--- src/rtl/muldiv_unit_pkg.sv ---
// Shared constants for the iterative M-extension multiply/divide unit:
// funct3 operation codes, FSM state encoding and the default operand width.
package muldiv_unit_pkg;

  localparam int unsigned MD_XLEN_DEFAULT = 32;

  localparam logic [2:0] FUNCT3_MUL    = 3'b000;
  localparam logic [2:0] FUNCT3_MULH   = 3'b001;
  localparam logic [2:0] FUNCT3_MULHSU = 3'b010;
  localparam logic [2:0] FUNCT3_MULHU  = 3'b011;
  localparam logic [2:0] FUNCT3_DIV    = 3'b100;
  localparam logic [2:0] FUNCT3_DIVU   = 3'b101;
  localparam logic [2:0] FUNCT3_REM    = 3'b110;
  localparam logic [2:0] FUNCT3_REMU   = 3'b111;

  typedef enum logic [1:0] {
    ST_MD_IDLE = 2'd0,
    ST_MD_CALC = 2'd1,
    ST_MD_FIX  = 2'd2
  } md_state_e;

  function automatic logic md_is_mul(input logic [2:0] f);
    return !f[2];
  endfunction

endpackage

--- src/rtl/muldiv_step.sv ---
// One combinational iteration: shift-add for multiply (hi/lo shift right),
// restoring trial-subtract for divide (hi = partial remainder, lo = quotient).
module muldiv_step
  import muldiv_unit_pkg::*;
#(
  parameter int unsigned XLEN = MD_XLEN_DEFAULT
) (
  input  logic            is_div_i,
  input  logic [XLEN-1:0] hi_i,
  input  logic [XLEN-1:0] lo_i,
  input  logic [XLEN-1:0] b_i,
  output logic [XLEN-1:0] hi_o,
  output logic [XLEN-1:0] lo_o
);

  logic [XLEN:0] sum;
  logic [XLEN:0] shifted;
  logic [XLEN:0] diff;
  logic          ge;

  always_comb begin
    sum     = {1'b0, hi_i} + (lo_i[0] ? {1'b0, b_i} : '0);
    // remainder shifted left can exceed XLEN bits, hence the extra bit
    shifted = {hi_i, lo_i[XLEN-1]};
    ge      = (shifted >= {1'b0, b_i});
    diff    = shifted - {1'b0, b_i};
    if (is_div_i) begin
      hi_o = ge ? diff[XLEN-1:0] : shifted[XLEN-1:0];
      lo_o = {lo_i[XLEN-2:0], ge};
    end else begin
      hi_o = sum[XLEN:1];
      lo_o = {sum[0], lo_i[XLEN-1:1]};
    end
  end

endmodule

--- src/rtl/muldiv_unit.sv ---
// Iterative RV32M/RV64M multiply/divide unit with start/busy/done handshake.
// Optional MULDIV_FAST_SPECIAL_EN: finish trivial cases (x/0, overflow, zero mul) at accept.
module muldiv_unit
  import muldiv_unit_pkg::*;
#(
  parameter int unsigned XLEN = MD_XLEN_DEFAULT
) (
  input  logic            iCLK,
  input  logic            iRST_N,
  input  logic            start,
  input  logic            flush,
  input  logic [2:0]      funct3,
  input  logic [XLEN-1:0] rs1,
  input  logic [XLEN-1:0] rs2,
  output logic            busy,
  output logic            done,
  output logic [XLEN-1:0] result
);

  localparam int unsigned CW = $clog2(XLEN);
  localparam logic [XLEN-1:0] MOST_NEG = {1'b1, {(XLEN-1){1'b0}}};

  md_state_e       state_q, state_d;
  logic [2:0]      op_q, op_d;
  logic [CW-1:0]   cnt_q, cnt_d;
  logic [XLEN-1:0] hi_q, hi_d, lo_q, lo_d, b_q, b_d, result_q, result_d;
  logic            neg_q, neg_d, done_q, done_d;

  logic [XLEN-1:0]   hi_step, lo_step;
  logic              a_neg, b_neg;
  logic [XLEN-1:0]   abs_a, abs_b;
  logic              acc_neg;
  logic [2*XLEN-1:0] prod_abs, prod_fix;
  logic [XLEN-1:0]   fix_res;
  logic              fast_hit;
  logic [XLEN-1:0]   fast_res;

  muldiv_step #(.XLEN(XLEN)) u_step (
    .is_div_i (op_q[2]),
    .hi_i     (hi_q),
    .lo_i     (lo_q),
    .b_i      (b_q),
    .hi_o     (hi_step),
    .lo_o     (lo_step)
  );

  always_comb begin : accept_decode
    a_neg = rs1[XLEN-1] && (funct3 inside {FUNCT3_MULH, FUNCT3_MULHSU, FUNCT3_DIV, FUNCT3_REM});
    b_neg = rs2[XLEN-1] && (funct3 inside {FUNCT3_MULH, FUNCT3_DIV, FUNCT3_REM});
    abs_a = a_neg ? -rs1 : rs1;
    abs_b = b_neg ? -rs2 : rs2;
    if (md_is_mul(funct3))
      acc_neg = a_neg ^ b_neg;
    else if (!funct3[1])
      acc_neg = (a_neg ^ b_neg) && (rs2 != '0);
    else
      acc_neg = a_neg;
  end

  always_comb begin : fast_path
    fast_hit = 1'b0;
    fast_res = '0;
`ifdef MULDIV_FAST_SPECIAL_EN
    if (funct3[2]) begin
      if (rs2 == '0) begin
        fast_hit = 1'b1;
        fast_res = funct3[1] ? rs1 : '1;
      end else if (!funct3[0] && rs1 == MOST_NEG && rs2 == '1) begin
        fast_hit = 1'b1;
        fast_res = funct3[1] ? '0 : MOST_NEG;
      end
    end else if (rs1 == '0 || rs2 == '0) begin
      fast_hit = 1'b1;
    end
`endif
  end

  always_comb begin : fix_select
    prod_abs = {hi_q, lo_q};
    prod_fix = neg_q ? -prod_abs : prod_abs;
    case (op_q)
      FUNCT3_MUL:                           fix_res = prod_fix[XLEN-1:0];
      FUNCT3_MULH, FUNCT3_MULHSU,
      FUNCT3_MULHU:                         fix_res = prod_fix[2*XLEN-1:XLEN];
      FUNCT3_DIV, FUNCT3_DIVU:              fix_res = neg_q ? -lo_q : lo_q;
      default:                              fix_res = neg_q ? -hi_q : hi_q;
    endcase
  end

  always_comb begin : next_state
    state_d  = state_q;
    op_d     = op_q;
    cnt_d    = cnt_q;
    hi_d     = hi_q;
    lo_d     = lo_q;
    b_d      = b_q;
    neg_d    = neg_q;
    result_d = result_q;
    done_d   = 1'b0;
    case (state_q)
      ST_MD_IDLE: begin
        if (start && !flush) begin
          op_d  = funct3;
          neg_d = acc_neg;
          cnt_d = '0;
          hi_d  = '0;
          lo_d  = md_is_mul(funct3) ? abs_b : abs_a;
          b_d   = md_is_mul(funct3) ? abs_a : abs_b;
          if (fast_hit) begin
            result_d = fast_res;
            done_d   = 1'b1;
          end else begin
            state_d = ST_MD_CALC;
          end
        end
      end
      ST_MD_CALC: begin
        if (flush) begin
          state_d = ST_MD_IDLE;
        end else begin
          hi_d  = hi_step;
          lo_d  = lo_step;
          cnt_d = cnt_q + 1'b1;
          if (cnt_q == CW'(XLEN-1))
            state_d = ST_MD_FIX;
        end
      end
      ST_MD_FIX: begin
        state_d = ST_MD_IDLE;
        if (!flush) begin
          result_d = fix_res;
          done_d   = 1'b1;
        end
      end
      default: state_d = ST_MD_IDLE;
    endcase
  end

  always_ff @(posedge iCLK or negedge iRST_N) begin
    if (!iRST_N) begin
      state_q  <= ST_MD_IDLE;
      op_q     <= '0;
      cnt_q    <= '0;
      hi_q     <= '0;
      lo_q     <= '0;
      b_q      <= '0;
      neg_q    <= 1'b0;
      result_q <= '0;
      done_q   <= 1'b0;
    end else begin
      state_q  <= state_d;
      op_q     <= op_d;
      cnt_q    <= cnt_d;
      hi_q     <= hi_d;
      lo_q     <= lo_d;
      b_q      <= b_d;
      neg_q    <= neg_d;
      result_q <= result_d;
      done_q   <= done_d;
    end
  end

  assign busy   = (state_q != ST_MD_IDLE);
  assign done   = done_q;
  assign result = result_q;

endmodule

--- config.mk ---
export PLATFORM = sky130hd
export DESIGN_NAME = muldiv_unit
export DESIGN_NICKNAME = d
export VERILOG_FILES = /design/src/rtl/muldiv_unit_pkg.sv /design/src/rtl/muldiv_step.sv /design/src/rtl/muldiv_unit.sv
export SDC_FILE = /design/constraint.sdc
export NUM_CORES = 1
export LEC_CHECK = 0
export CAP_MARGIN = 10
export CORE_MARGIN = 1
export CORE_UTILIZATION = 50
export CTS_BUF_LIST = sky130_fd_sc_hd__clkbuf_4
export CTS_CLUSTER_DIAMETER = 100
export DETAILED_ROUTE_END_ITERATION = 6
export MAX_ROUTING_LAYER = met4
export PLACE_DENSITY_LB_ADDON = 0.2
export SLEW_MARGIN = 15
export SYNTH_ARGS = -nofsm -noshare
export SYNTH_HDL_FRONTEND = slang
export SYNTH_SLANG_ARGS = --single-unit
--- constraint.sdc ---
create_clock -name iCLK -period 4.25 [get_ports iCLK]
set_input_delay 0.425 -clock iCLK [delete_from_list [all_inputs] [get_ports iCLK]]
set_output_delay 0.425 -clock iCLK [all_outputs]
set_load 0.005 [all_outputs]
==> results of run 1 <==
-- power by group --
group | total, mW | internal (mW) | switching (mW)
clock | 0.982 | 0.367 | 0.615
combinational | 6.55 | 2.55 | 4.00
sequential | 2.22 | 1.64 | 0.589
total | 9.76 | 4.55 | 5.21
-- cell usage in the layout (no fill, tap or decap), types with 14 or more instances in the layout --
cell	instances
nand2b_1	16
inv_1	67
a21oi_1	202
clkbuf_4	18
dfrtp_1	138
o31ai_1	20
a21o_1	26
nand2_1	190
xnor2_1	99
a211oi_1	25
o22ai_1	19
o41ai_1	14
buf_4	41
nor2_1	199
o21ai_0	166
mux2i_1	52
o221ai_1	17
xor2_1	82
a31oi_1	23
nand3_1	24
a22oi_1	15
ha_1	70
nor3_1	41
or3_1	23
clkdlybuf4s50_1	102
o211ai_1	17
-- worst min path at each step --
| stage | end | depth (start not counted) |
|---|---|---|
| final | b_q[29]$_DFFE_PN0P_ | 3 |
| after global routing | b_q[29]$_DFFE_PN0P_ | 3 |
| after CTS | b_q[29]$_DFFE_PN0P_ | 3 |
| after detailed placement | result[20]$_DFFE_PN0P_ | 2 |
| after global placement | result[7]$_DFFE_PN0P_ | 2 |
| after floorplan | b_q[0]$_DFFE_PN0P_ | 0 |
-- layout make-up --
| type | instances | area, µm² |
|---|---|---|
| well taps | 372 | 465 |
| clock buffers | 18 | 135 |
| clock inverters | 14 | 158 |
| fillers | 2595 | 11500 |
| repair buffers | 148 | 1400 |
| flip-flops and latches | 140 | 3510 |
| multi-input cells | 1525 | 9740 |
| inverters | 68 | 255 |
| diodes | 1 | 2.50 |
-- stage by stage --
step	setup WS (ns)	hold slack (ns)
2_1_floorplan	0.926	0.129
3_3_place_gp	0.312	0.460
3_5_place_dp	0.218	0.469
4_1_cts	0.210	0.345
5_1_grt	0.202	0.390
6_report	0.418	0.358
-- state kept, by name (all words and copies together), names as in the netlist --
| name | flops |
|---|---|
| lo_q | 32 |
| b_q | 32 |
| cnt_q | 5 |
| state_q | 2 |
| hi_q | 32 |
| done | 1 |
| result | 32 |
| op_q | 3 |
| neg_q | 1 |
-- critical path, stage by stage (launching register included) --
cell       delay, ns
dfrtp_1         0.46
inv_1           0.16
ha_1            0.18
inv_1           0.05
fa_1            0.40
a21o_1          0.21
a221oi_2        0.34
o221ai_1        0.28
a2111oi_0       0.46
nor2_1          0.24
a221oi_1        0.32
xor2_1          0.10
and3_1          0.19
o41ai_1         0.36
-- kinds of logic after synthesis --
logic type,Yosys count
DFF,140
muxes,62
adders and majority gates,72
xor gates and xnor gates,181
and+or+nand+nor,583
AOI/OAI and AO/OA,627
buffers and inverters,189
-- per-layer routing --
metal / wire length [µm] / part of all wire, %
met1: 21900 / 45
met2: 21600 / 44
met3: 3870 / 7.9
met4: 1350 / 2.8
met5: 0 / 0
-- timing repair --
item	CTS	global route
gates resized for setup	0	1
endpoints found under the setup margin	0	1
hold endpoints to repair	77	0
hold buffers	1	0
buffers inserted	0	0
==> out/metrics.yaml, run 1 <==
core_um2: 27200
routed_via_density: 6.25
fp-row-count: 60
synth.most_common_cell: "a21oi_1"
ys.flop_type: "dfrtp_1"
die-area_um2: 28600
syn_area_um2: 13900
synth_edf_count: 0
cts_sinks: 140
final_util_pct: 57.6
grt_use_met3_pct: 4.14
dr.pass1.iters: 6
grtUsageMet1_pct: 48.5
slew_headroom_pct: 33.4
gr-total-overflow: 0
synth_common_cells: "204 x a21oi_1, 200 x nor2_1, 190 x nand2_1"
route.detailed.drc: 0
clock_path_buffers: 2
grt_pass1_vias: 13300
worstPathArrival_ns: 4.33
ys_top_cells_by_area: "dfrtp_1 25%, a21oi_1 7.3%, ha_1 6.3%, xnor2_1 6.2%, o21ai_0 6.0%"
drive_above_1_share_pct: 5.91
ys_seq_elements: 140
finalNonFillerCells: 2286
start_kind: "register"
reg2reg_depth: 13
post_drt_wl_per_cell_um: 21.3
dpl.hpwl_um: 38200
min_period_ns: 3.83
yosys.area_share.xor_xnor_pct: 11.4
reg2reg_to: "hi_q[28]$_DFFE_PN0P_"
r2r_slack_ns: 0.42
yosysTopAreaCellShare_pct: 25.1
syn_to_final_growth_pct: 12.3
placedInstanceArea_um2: 15300
power_mw: 9.76
die_width_um: 169
crit_fanout: 5
yosysWarnings: 0
initial_utilization_pct: 51.3
drtIter0Drc: 1613
antenna_found_initial: 1
insertion_delay_ns: 0.60
grt_use_total_pct: 35.5
cts.clk_slew.worst_paths_ns: 0.16
dp.cells: 2252
power_leakage_nw: 6.56
final_nets: 2043
synth.net_count: 1997
r2r_start: "lo_q[31]$_DFFE_PN0P_"
die_height_um: 169
grt_pass1_wl_um: 75800
ios: 105
synth_top_family_by_area: "compound AO/OA/AOI/OAI gates"
synth_compound_area_share_pct: 28.1
hold_path.class: "in2reg"
wl_um: 48800
drtAntennaViolNets: 0
final_area_um2: 15700
cp-end-kind: "register"
max_freq_mhz: 261
synth_top_cell_by_area: "dfrtp_1"
synth_seq_area_share_pct: 25.1
p_per_area_nw_per_um2: 623
netlist_instances: 1854
rsz0062_at_grt: "false"
critPathKind: "reg2reg"
port_buffers: 104
finalHoldViolations: 0
irDropWorstVdd_uv: 335
ys_async_sr_fraction_pct: 100
grt_start_max_net_pins: 84
synth_fa_ha_area_share_pct: 6.57
met2_usage_pct: 54.7
tightestPinTransition_ns: 0.998
fin_tns_setup_ns: 0
setup_viol: 0
synthMuxAreaShare_pct: 4.54
grt_busiest_layer: "met2"
dr_total_vias: 14300
clock-skew-final_ns: 0.0444
crit_end: "hi_q[28]$_DFFE_PN0P_"
hold_path_startpoint: "funct3[2]"
synthSimpleGateAreaFrac_pct: 19.0
tritoncts: "built"
htree_levels: 4
status: "finished, final reports clean"
setup.worst_path.start: "lo_q[31]$_DFFE_PN0P_"
root_buffer: "clkbuf_4"
netlist-cell-type-count: 72
fin_crit_sh_pct: 90.2
worstPathRequired_ns: 4.75
final_max_slew_viol_count: 0
synth_area_per_cell_um2: 7.52
cts_made_buffers: 17
gp_congestion: 0.978
cap_violations: 0
Power figures use the tool's default switching activity.
==> run 2, diff against run 1 <==
--- a/config.mk
+++ b/config.mk
@@ -5,7 +5,6 @@
 export SDC_FILE = /design/constraint.sdc
 export NUM_CORES = 1
 export LEC_CHECK = 0
-export CAP_MARGIN = 10
 export CORE_MARGIN = 1
 export CORE_UTILIZATION = 50
 export CTS_BUF_LIST = sky130_fd_sc_hd__clkbuf_4
==> results of run 2 <==
No change in the layout: final DEF, timing and power equal those of run 1.
==> run 3, diff against run 2 <==
--- a/config.mk
+++ b/config.mk
@@ -5,6 +5,7 @@
 export SDC_FILE = /design/constraint.sdc
 export NUM_CORES = 1
 export LEC_CHECK = 0
+export CORE_ASPECT_RATIO = 1.2
 export CORE_MARGIN = 1
 export CORE_UTILIZATION = 50
 export CTS_BUF_LIST = sky130_fd_sc_hd__clkbuf_4
@@ -15,4 +16,5 @@
 export SLEW_MARGIN = 15
 export SYNTH_ARGS = -nofsm -noshare
 export SYNTH_HDL_FRONTEND = slang
+export SYNTH_HIERARCHICAL = 1
 export SYNTH_SLANG_ARGS = --single-unit
==> out/metrics.yaml, run 3 <==
cts_sinks: 140  # unchanged
critPathKind: "reg2reg"  # unchanged
tritoncts: "built"  # unchanged
ios: 105  # unchanged
post_drt_wl_per_cell_um: 23.6  # was 21.3 µm
gr-total-overflow: 0  # unchanged
cts_made_buffers: 17  # unchanged
ys.flop_type: "dfrtp_1"  # unchanged
synthMuxAreaShare_pct: 7.40  # was 4.54%
gp_congestion: 1.03  # was 0.978
synth_edf_count: 0  # unchanged
grt_pass1_wl_um: 86800  # was 75800 µm
switching_share_pct: 52.7  # was 53.3%
syn_area_um2: 15200  # was 13900 µm²
clock_path_buffers: 2  # unchanged
n_fill_cell: 2861  # was 2595
routed.top_layer: "met4"  # unchanged
die-area_um2: 31000  # was 28600 µm²
synth.most_common_cell: "nand2_1"  # was a21oi_1
synth_seq_area_share_pct: 23.1  # was 25.1%
port_buffers: 104  # unchanged
fp-row-count: 69  # was 60
finalHoldViolations: 0  # unchanged
hold_path.class: "in2reg"  # unchanged
die_width_um: 161  # was 169 µm
worstPathArrival_ns: 4.25  # was 4.33 ns
cts.clk_slew.worst_paths_ns: 0.15  # was 0.16 ns
root_buffer: "clkbuf_4"  # unchanged
cts_setup_buffers: 0  # unchanged
dr_wl_met3_um: 3940  # was 3870 µm
ys_top_cells_by_area: "dfrtp_1 23%, xnor2_1 5.8%, ha_1 5.8%, a21oi_1 4.9%, mux2i_1 3.8%"  # was dfrtp_1 25%, a21oi_1 7.3%, ha_1 6.3%, xnor2_1 6.2%, o21ai_0 6.0%
fin_tns_setup_ns: 0  # unchanged
final_common_cell: "nand2_1"  # was a21oi_1
insertion_delay_ns: 0.61  # was 0.60 ns
ys_seq_elements: 140  # unchanged
final-seq-area_um2: 3510  # unchanged
pwr-share-seq_pct: 22.4  # was 22.8%
grt_start_max_net_pins: 95  # was 84
clock-skew-final_ns: 0.0306  # was 0.0444 ns
syn_to_final_growth_pct: 12.0  # was 12.3%
crit_fanout: 15  # was 5
core_um2: 29700  # was 27200 µm²
routed_via_density: 6.59  # was 6.25
dr_total_vias: 15600  # was 14300
dp.cells: 2341  # was 2252
synth_area_per_cell_um2: 7.90  # was 7.52 µm²
htree_levels: 4  # unchanged
worstPathRequired_ns: 4.77  # was 4.75 ns
synth_top_cell_by_area: "dfrtp_1"  # unchanged
antenna_found_initial: 1  # unchanged
die_height_um: 193  # was 169 µm
ys_async_sr_fraction_pct: 100  # unchanged
routed-wl-met2_um: 26300  # was 21600 µm
setup_viol: 0  # unchanged
internal-power_mw: 4.82  # was 4.55 mW
p_per_area_nw_per_um2: 601  # was 623 nW/µm²
yosys.area_share.xor_xnor_pct: 9.48  # was 11.4%
grt_use_total_pct: 37.6  # was 35.5%
yosysWarnings: 6  # was 0
synth_top_family_by_area: "compound AO/OA/AOI/OAI gates"  # unchanged
yosysTopAreaCellShare_pct: 23.1  # was 25.1%
grt_pass1_vias: 14900  # was 13300
slew_headroom_pct: 32.9  # was 33.4%
synth_fa_ha_area_share_pct: 6.05  # was 6.57%
route.detailed.drc: 0  # unchanged
synth_compound_area_share_pct: 27.3  # was 28.1%
power_leakage_nw: 7.17  # was 6.56 nW
rsz0062_at_grt: "false"  # unchanged
synth.net_count: 2061  # was 1997
tightestPinTransition_ns: 1.01  # was 0.998 ns
netlist_instances: 1918  # was 1854
start_kind: "register"  # unchanged
final_nets: 2114  # was 2043
fin_crit_sh_pct: 87.7  # was 90.2%
m1WireLength_um: 22800  # was 21900 µm
irDropWorstVdd_uv: 284  # was 335 µV
min_period_ns: 3.73  # was 3.83 ns
max_freq_mhz: 268  # was 261 MHz
r2r_slack_ns: 0.52  # was 0.42 ns
final_max_slew_viol_count: 0  # unchanged
clockPowerShare_pct: 9.9  # was 10.1%
cp-end-kind: "register"  # unchanged
drtIter0Drc: 1507  # was 1613
layout_common_cells: "151 x nand2_1, 149 x a21oi_1, 138 x dfrtp_1"  # was 202 x a21oi_1, 199 x nor2_1, 190 x nand2_1
wl_um: 56100  # was 48800 µm
p_comb_share_pct: 67.7  # was 67.1%
cap_violations: 0  # unchanged
dr.pass1.iters: 6  # unchanged
netlist-cell-type-count: 92  # was 72
final_util_pct: 57.2  # was 57.6%
status: "finished, final reports clean"  # unchanged
initial_utilization_pct: 51.0  # was 51.3%
multi_input_area_um2: 10800  # was 9740 µm²
drtAntennaViolNets: 0  # unchanged
dpl.hpwl_um: 42600  # was 38200 µm
drive_above_1_share_pct: 10.1  # was 5.91%
p_sw_mw: 5.37  # was 5.21 mW
synth_common_cells: "151 x nand2_1, 149 x a21oi_1, 140 x dfrtp_1"  # was 204 x a21oi_1, 200 x nor2_1, 190 x nand2_1
finalNonFillerCells: 2375  # was 2286
synthSimpleGateAreaFrac_pct: 21.0  # was 19.0%
==> run 3: cell count changes after synthesis, sizes merged, moves of 17 or more <==
cell | previous run | this run
a211oi | 25 | 8
a21oi | 204 | 152
a22o | 3 | 36
a31oi | 23 | 43
and2 | 11 | 41
clkbuf | 103 | 122
mux2 | 10 | 48
nand2 | 190 | 151
nor2 | 200 | 136
nor4 | 13 | 33
o21ai | 172 | 121
xor2 | 82 | 63
==> run 3: per-layer routing <==
metal / GRT usage, % / vias to the layer above
li1: - / 7258
met1: 45.7 / 7487
met2: 60.3 / 758
met3: 5.76 / 138
met4: 19.7 / 0
met5: - / -
==> run 3: cell type report <==
cell class	instances	share of cell area, %
Clock inverter	15	1.08
Antenna cell	1	0.0147
Multi-Input combinational cell	1566	63.7
Sequential cell	140	20.7
Inverter	72	1.59
Timing Repair Buffer	174	9.29
Clock buffer	17	0.752
Tap cell	390	2.87
==> run 3: per-stage QoR <==
step                      instance area [µm²]  total power, mW  hold WS, ns  worst slack [ns]
after floorplan                         15200             7.02        0.129             0.844
after global placement                  16700             8.89        0.468             0.655
after detailed placement                16700             8.97        0.479             0.521
after CTS                               17000             10.0        0.268             0.532
after global routing                    17000             10.9        0.323             0.374
final                                   17000             10.2        0.297             0.522
==> run 3: power groups by stage <==
stage               combinational, mW  clock [mW]  sequential, mW
CTS                              6.72        1.04            2.26
finish                           6.90        1.01            2.28
floorplan                        5.04           0            1.98
detailed placement               6.69           0            2.29
global placement                 6.61           0            2.27
global route                     7.45        1.08            2.33
==> run 3: cells by family after synthesis <==
family                     count (synthesis)
muxes                                    106
AOI/OAI and AO/OA                        610
xor gates and xnor gates                 164
adders and majority gates                 72
DFF                                      140
and+or+nand+nor                          614
buffers and inverters                    212
==> run 3: final timing paths <==
| check | depth (start not counted) | endpoint | from |
|---|---|---|---|
| hold reg to reg | 2 | result[1]$_DFFE_PN0P_ | result[1]$_DFFE_PN0P_ |
| setup / recovery | 13 | hi_q[31]$_DFFE_PN0P_ | lo_q[0]$_DFFE_PN0P_ |
| min in group asynchronous | 2 | result[23]$_DFFE_PN0P_ | iRST_N |
| hold / removal | 3 | lo_q[7]$_DFFE_PN0P_ | funct3[2] |
| max in group asynchronous | 3 | hi_q[11]$_DFFE_PN0P_ | iRST_N |
| setup reg to reg | 13 | hi_q[31]$_DFFE_PN0P_ | lo_q[0]$_DFFE_PN0P_ |
==> run 3: timing repair <==
item,4_1_cts,5_1_grt
hold buffers,1,0
gates resized for setup,0,0
endpoints found under the hold margin,92,0
==> run 3: critical path: stages, from the launching register on <==
cell and delay, ns:
dfrtp_1 0.65, buf_4 0.28, and2_1 0.15, ha_1 0.28, a21oi_2 0.19, nand2_1 0.08
a221o_1 0.43, a31o_2 0.31, a41oi_4 0.31, o221ai_2 0.16, o41ai_2 0.29, nor2b_1 0.09
o211a_1 0.23, a22o_1 0.20
